### config.mk
export PLATFORM = sky130hd
export DESIGN_NAME = ft_state_copier
export DESIGN_NICKNAME = d
export VERILOG_FILES = /design/src/rtl/ft_state_copier.sv
export SDC_FILE = /design/constraint.sdc
export NUM_CORES = 1
export LEC_CHECK = 0
export CELL_PAD_IN_SITES_DETAIL_PLACEMENT = 0
export CELL_PAD_IN_SITES_GLOBAL_PLACEMENT = 2
export CORE_ASPECT_RATIO = 1.75
export CORE_MARGIN = 8
export CORE_UTILIZATION = 23
export DETAILED_ROUTE_END_ITERATION = 8
export PLACE_DENSITY_LB_ADDON = 0.3
export SYNTH_ARGS = -nofsm -noshare
export SYNTH_HDL_FRONTEND = slang
export SYNTH_SLANG_ARGS = --single-unit
### constraint.sdc
create_clock -name clk_i -period 2.3 [get_ports clk_i]
set_clock_uncertainty 0.05 [all_clocks]
set_input_delay 0.46 -clock clk_i [delete_from_list [all_inputs] [get_ports clk_i]]
set_output_delay 0.46 -clock clk_i [all_outputs]
set_load 0.1 [all_outputs]
### src/rtl/ft_state_copier.sv
// ft_state_copier: halts both cores, copies GPRs x1..x(NREGS-1) from the
// selected source core to the other core through the debug port, then
// resumes both cores.
// Optional feature: define FT_COPY_PC_EN to copy the NPC (debug address
// 0x2000) after the last GPR.
module ft_state_copier #(
    parameter int NREGS        = 32,
    parameter int HALT_TIMEOUT = 64
) (
    input  logic        clk_i,
    input  logic        rst_ni,
    input  logic        start_i,
    input  logic        src_sel_i,
    output logic        halt_o,
    output logic        resume_o,
    input  logic [1:0]  halted_i,
    output logic [1:0]  dbg_req_o,
    output logic [1:0]  dbg_we_o,
    input  logic [1:0]  dbg_gnt_i,
    input  logic [1:0]  dbg_rvalid_i,
    output logic [14:0] dbg_addr_o,
    output logic [31:0] dbg_wdata_o,
    input  logic [31:0] dbg_rdata0_i,
    input  logic [31:0] dbg_rdata1_i,
    output logic        busy_o,
    output logic        done_o,
    output logic        err_o
);

    localparam int IDX_W = $clog2(NREGS);
    localparam int CNT_W = $clog2(HALT_TIMEOUT + 1);

    localparam logic [14:0] GPR_BASE = 15'h0400;
`ifdef FT_COPY_PC_EN
    localparam logic [14:0] NPC_ADDR = 15'h2000;
`endif

    typedef enum logic [3:0] {
        S_IDLE,
        S_HALT,
        S_RD_REQ,
        S_RD_WAIT,
        S_WR_REQ,
        S_WR_WAIT,
        S_RESUME,
        S_DONE,
        S_ERR
    } state_e;

    state_e             state_q, state_d;
    logic               src_q, src_d;
    logic [IDX_W-1:0]   idx_q, idx_d;
    logic [CNT_W-1:0]   cnt_q, cnt_d;
    logic [31:0]        buf_q, buf_d;
`ifdef FT_COPY_PC_EN
    logic               pc_phase_q, pc_phase_d;
`endif

    logic               dst;
    logic [14:0]        xfer_addr;

    assign dst = ~src_q;

    // Address of the register currently being transferred.
    always_comb begin
        xfer_addr = GPR_BASE + 15'({idx_q, 2'b00});
`ifdef FT_COPY_PC_EN
        if (pc_phase_q) begin
            xfer_addr = NPC_ADDR;
        end
`endif
    end

    // State and datapath registers.
    // NOTE: non-blocking assignments here so every register samples the
    // pre-edge values computed by the combinational block.
    always_ff @(posedge clk_i or negedge rst_ni) begin
        if (!rst_ni) begin
            state_q    <= S_IDLE;
            src_q      <= 1'b0;
            idx_q      <= '0;
            cnt_q      <= '0;
            buf_q      <= '0;
`ifdef FT_COPY_PC_EN
            pc_phase_q <= 1'b0;
`endif
        end else begin
            state_q    <= state_d;
            src_q      <= src_d;
            idx_q      <= idx_d;
            cnt_q      <= cnt_d;
            buf_q      <= buf_d;
`ifdef FT_COPY_PC_EN
            pc_phase_q <= pc_phase_d;
`endif
        end
    end

    // Next-state, datapath updates and Moore outputs of the copy sequence.
    // NOTE: every variable gets a default first so no path leaves one
    // unassigned, which would otherwise infer a latch.
    always_comb begin
        state_d     = state_q;
        src_d       = src_q;
        idx_d       = idx_q;
        cnt_d       = cnt_q;
        buf_d       = buf_q;
`ifdef FT_COPY_PC_EN
        pc_phase_d  = pc_phase_q;
`endif
        halt_o      = 1'b0;
        resume_o    = 1'b0;
        dbg_req_o   = 2'b00;
        dbg_we_o    = 2'b00;
        dbg_addr_o  = '0;
        dbg_wdata_o = buf_q;
        busy_o      = 1'b1;
        done_o      = 1'b0;
        err_o       = 1'b0;

        case (state_q)
            S_IDLE: begin
                busy_o = 1'b0;
                if (start_i) begin
                    src_d   = src_sel_i;
                    idx_d   = IDX_W'(1);
                    cnt_d   = '0;
`ifdef FT_COPY_PC_EN
                    pc_phase_d = 1'b0;
`endif
                    state_d = S_HALT;
                end
            end
            S_HALT: begin
                halt_o = 1'b1;
                if (halted_i == 2'b11) begin
                    state_d = S_RD_REQ;
                end else if (cnt_q >= CNT_W'(HALT_TIMEOUT - 1)) begin
                    state_d = S_ERR;
                end else begin
                    cnt_d = cnt_q + 1'b1;
                end
            end
            S_RD_REQ: begin
                halt_o           = 1'b1;
                dbg_req_o[src_q] = 1'b1;
                dbg_addr_o       = xfer_addr;
                if (dbg_gnt_i[src_q]) begin
                    state_d = S_RD_WAIT;
                end
            end
            S_RD_WAIT: begin
                halt_o     = 1'b1;
                dbg_addr_o = xfer_addr;
                if (dbg_rvalid_i[src_q]) begin
                    buf_d   = src_q ? dbg_rdata1_i : dbg_rdata0_i;
                    state_d = S_WR_REQ;
                end
            end
            S_WR_REQ: begin
                halt_o         = 1'b1;
                dbg_req_o[dst] = 1'b1;
                dbg_we_o[dst]  = 1'b1;
                dbg_addr_o     = xfer_addr;
                if (dbg_gnt_i[dst]) begin
                    state_d = S_WR_WAIT;
                end
            end
            S_WR_WAIT: begin
                halt_o     = 1'b1;
                dbg_addr_o = xfer_addr;
                if (dbg_rvalid_i[dst]) begin
`ifdef FT_COPY_PC_EN
                    if (pc_phase_q) begin
                        state_d = S_RESUME;
                    end else if (idx_q < IDX_W'(NREGS - 1)) begin
                        idx_d   = idx_q + 1'b1;
                        state_d = S_RD_REQ;
                    end else begin
                        pc_phase_d = 1'b1;
                        state_d    = S_RD_REQ;
                    end
`else
                    if (idx_q < IDX_W'(NREGS - 1)) begin
                        idx_d   = idx_q + 1'b1;
                        state_d = S_RD_REQ;
                    end else begin
                        state_d = S_RESUME;
                    end
`endif
                end
            end
            S_RESUME: begin
                resume_o = 1'b1;
                state_d  = S_DONE;
            end
            S_DONE: begin
                busy_o  = 1'b0;
                done_o  = 1'b1;
                state_d = S_IDLE;
            end
            S_ERR: begin
                resume_o = 1'b1;
                err_o    = 1'b1;
                state_d  = S_IDLE;
            end
            default: begin
                state_d = S_IDLE;
            end
        endcase
    end

endmodule

Word level (Yosys, flattened, before mapping)
Cells that the tools add are included.

Bits in registers: 49. Logic and storage cells: 85. Output and inout port bits: 56. Input bits: 74.

Reductions and logical operators: 14. Magnitude comparators: 6. Bitwise logic cells: 1. Add/sub/neg operators: 3. Equal/unequal tests: 18. Multiplexer cells: 38.

Operators with widths (number): 32-bit two-way mux (1); 4-bit two-way mux (7); 4-bit one-hot mux with 7 select lines (1); 7-bit two-way mux (3); 4-bit by 3-bit == test with 1-bit output (second input constant) (4); 2-bit != test (second input constant) (8); 1-bit two-way mux (15); 5-bit two-way mux (3); 7-bit one-hot mux with 2 select lines (1); 11-bit by 7-bit adder with 12-bit output (first input constant) (1); 12-bit two-way mux (1); 5-bit one-hot mux with 2 select lines (1); 4-bit by 2-bit == test with 1-bit output (second input constant) (2); 4-bit AND reduction (2); 7-bit by 1-bit adder with 7-bit output (second input constant) (1); 7-bit by 6-bit greater-or-equal comparator with 1-bit output (second input constant) (1); 6-bit AND reduction (1); 5-bit by 1-bit adder with 5-bit output (second input constant) (1); 5-bit less-than comparator (second input constant) (1); 5-bit OR reduction (1); 4-bit by 1-bit == test with 1-bit output (second input constant) (1); 4-bit == test (second input constant) (1); 4-bit zero test (1); 1-bit by 2-bit less-than comparator with 1-bit output (second input constant) (2); 13 further kinds (19).

Depth between registers and ports, before layout
Depth in word-level cells: 6. Mapped depth: 6. Mapped depth without buffers: 5.

Worst setup path before layout
OpenSTA, ideal clock, no wires.

Kind: register -> output. Start point: register state_q[3]. End point: output port err_o. Path slack: -1933 ps. Required time: 1790 ps. Path buffers: 1. Arrival: 3723 ps. Stages on the path, launching flop included: 4. Path through: dfrtp_1 clkbuf_1 inv_1 nor4_1.

Word-level cells in the longest chain between the ends: 2.

RTL lines: from (decl) (line 50) `state_e state_q, state_d;`; from (signal assigned) (line 88) `state_q <= state_d;`; 4-bit == test (line 121) `case (state_q)`; 1-bit two-way mux (line 121); to (decl) (line 27) `output logic err_o`.

No other way between the ends.

Final worst setup path
Start point: register state_q[1]. End point: output port halt_o.

Word-level cells in the longest chain between the ends: 3. Elaborated cells on any way between the ends: 7. Classes of those cells: eq/ne: 5; mux: 1; reduce/logical: 1.

RTL lines: 4-bit by 3-bit == test with 1-bit output, or another cell as far along (line 121); 5-bit OR reduction (no source line) *; 1-bit two-way mux * (line 121); to (decl) (line 14) `output logic halt_o,`.

Mark *: on every way between the ends. The rest lies on a longest branch, timed or not.

==> results.txt <==
- First-pass GRT wire length: ~15000 um
- Commonest non-fill, non-tap cells in the layout: 72 x clkdlybuf4s50_1, 44 x nand2_1, 44 x dfrtp_1, 43 x buf_4, 39 x mux2i_1
- Count of clock tree sinks: 49
- Starting density of the core: a little under a quarter
- The worst register-to-register path begins at state_q[1].
* Number of routed nets with antenna violations: 0
- Final routed DRC violation total: 0
- H-Tree Level Count: 2
- Die Span Y: around 160 um
- In this run the clock root is driven by a clkbuf_16.
- Number of filler instances in the final layout: between 1000 and 1500
- The HPWL after detailed placement is between 7000 and 8000 um.
- Headroom to the max-slew limit came out at between 50% and 60%.
- For the worst setup path, the data required time is 1790 ps.
* Number of warnings issued by yosys: 0
* Maximum number of pins on one net before global-route repair: between 60 and 70
* Top routing layer used: met4
* Area of the mapped netlist: around 2800 um^2
- Summed over all layers, the global routing overflow is 0.
- Final-stage net count: ~500
* Signal arrival time at the worst endpoint: about 1700 ps
* Routability Congestion: approximately 0.78
- Sequential cell area fraction in the yosys report: approximately 43%
- Number of buffers inserted by port buffering: 120
- Die W: between 90 and 100 um
* Minimum period implied by the final worst setup slack: 2240 ps
* Worst Max-Slew Pin Slew: between 600 and 700 ps
- Counting flops with a built-in enable in the synthesized netlist gives 0.
* Final critical-path share of the clock period: between 90 and 100%
- In this run the critical register-to-register path is captured at state_q[0].
- The die covers roughly 16000 um^2.
* Worst Reg-to-Reg Cells: 4
* Antenna violations before repair: 1
* FFs w/ async S/R, synth: 100%
- The later pin in the worst-skew pair is clocked with a latency of approximately 290 ps.
* Fin. Hold Viols: 0
- Path type of the worst setup path: flip-flop to output port
- The detailed router finished its first iteration with 71 violations.
* Detailed-router iteration count before antenna repair: 6
- Vias in the first global route: around 2800
- Path type of the worst min-delay path: input pin to async pin
* Gate count after technology mapping: slightly above 300
* Hold-fix buffers, CTS: 0
- Setup repair after global routing missed its margin: false
- Detailed-route wire length per cell: about 16 um
* Max Freq: 447 MHz
* Startpoint types: flip-flop
- The core region is between 10000 and 15000 um^2.
- Setup violations remaining at the end of the flow were counted as 0.
* Global Route Usage Sum: between 10% and 20%
* Clock buffers created by TritonCTS: 5
* Critical path launch point: state_q[1]
- Clock transition at the registers of the reported paths: about 60 ps
- The routed layout has ~2600 vias.
- Wire length on met2: 5120 um
* Biggest area consumer among synthesized cells: dfrtp_1
* Average instance area after synthesis: 9.26 um^2
- Count of different cell masters after synthesis: 46
- Max-slew violations: 0
* Area delta synth->final: 60.7%
- After synthesis, the largest area contributor takes up a little over two fifths of total cell area.
* Rows: 53
- In the final layout, the share of cells above drive strength 1 is a little under a quarter.
- TritonCTS built the clock tree.
- Aggregate routed wire length: around 9300 um
- The clock passes through at most 2 buffers.
- Sorting the synthesized cells by area gives the leading types as dfrtp_1 43%, mux2i_1 14%, o21ai_0 6.5%, nand2_1 5.8%, buf_4 2.9%.
* Utilization of the core after routing: 37.9%
* Number of violations of the max-capacitance limit: 0
- In this run the worst setup path terminates at halt_o.
* Met1 Routed Length: approximately 3300 um
- Counting flops and latches in the post-synthesis netlist gives 49.
* Num ports: 130
- Top FF cell, synth: dfrtp_1
* Run status: finished clean
* Most common library cell in the layout ignoring fill and taps: clkdlybuf4s50_1
- Reg-to-reg slack, setup: around 370 ps
- Along the worst path, the maximum fanout reaches 14.
- Vias per cell: around 4.4
- Detailed routing placed a total of 710 um of wire on met3.
* Sort of element at the end of the critical path: output port
-- state kept, by name, summed over array words and instances (netlist names) --
| name | count |
|---|---|
| src_q | 1 |
| dbg_wdata_o | 32 |
| cnt_q | 7 |
| idx_q | 5 |
| state_q | 4 |
-- Yosys cell counts (all sizes together), types with 5 or more instances --
master   n
inv     10
nor3     7
mux2     7
nor2    18
o21ai   38
dfrtp   49
and3     5
a31oi    5
mux2i   39
buf     18
clkbuf   9
and2     7
a21oi   11
nand2   44
-- worst min path at each step --
stage	slack [ps]	depth (start not counted)	endpoint
after global placement	410	2	dbg_wdata_o[16]
after floorplan	110	0	cnt_q[0]
final	130	1	dbg_wdata_o[17]
after detailed placement	420	2	dbg_wdata_o[29]
after global routing	180	1	dbg_wdata_o[17]
after CTS	150	1	dbg_wdata_o[17]
-- repair_timing --
action,CTS,global route
buffers inserted,1,0
pin swaps,1,0
gates cloned,0,0
endpoints found under the setup margin,10,9
gates resized for setup,2,4
-- per-layer routing --
| layer | global-route usage (%) | vias to the layer above |
|---|---|---|
| li1 | - | 1304 |
| met1 | 11.5 | 1197 |
| met2 | 21.7 | 82 |
| met3 | 4.37 | 9 |
| met4 | 3.95 | 0 |
| met5 | 0 | - |
-- layout make-up --
| cell class | count | area, um^2 | share of cell area (%) |
|---|---|---|---|
| Timing Repair Buffer | 133 | 1390 | 30.5 |
| Antenna cell | 2 | 5.00 | 0.110 |
| Tap cell | 165 | 206 | 4.54 |
| Inverter | 10 | 41.3 | 0.907 |
| Sequential cell | 49 | 1230 | 27.1 |
| Clock inverter | 2 | 10.0 | 0.220 |
| Clock buffer | 6 | 129 | 2.83 |
| Multi-Input combinational cell | 228 | 1540 | 33.8 |
-- cell families (layout without fill, tap and decap cells) --
family | Yosys count | count (layout) | synth area share (%)
adders and majority gates | 2 | 2 | 0.883
buffers and inverters | 37 | 151 | 6.98
and+or+nand+nor | 104 | 104 | 18.3
other | 1 | 11 | 0.132
DFF | 49 | 49 | 43.3
muxes | 46 | 46 | 16.6
AOI/OAI and AO/OA | 67 | 67 | 13.8
-- critical path, cell delays in order, from the launching register on --
cell and delay (ps):
dfrtp_2 520, or4b_1 630, nand2b_4 120, buf_12 170
-- metrics by stage --
| stage | setup slack [ps] | TNS, ps | hold WS (ps) | cells | cell area [um^2] |
|---|---|---|---|---|---|
| floorplan | -333 | -962 | 114 | 314 | 2960 |
| CTS | 0.856 | 0 | 149 | 593 | 4540 |
| finish | 60.8 | 0 | 131 | 595 | 4550 |
| global placement | 230 | 0 | 415 | 584 | 4390 |
| detailed placement | 217 | 0 | 422 | 584 | 4390 |
| global route | 20.2 | 0 | 178 | 595 | 4550 |
Power is not shown: default switching activity piles up to over one toggle a cycle in this logic, so the estimate is an artifact.
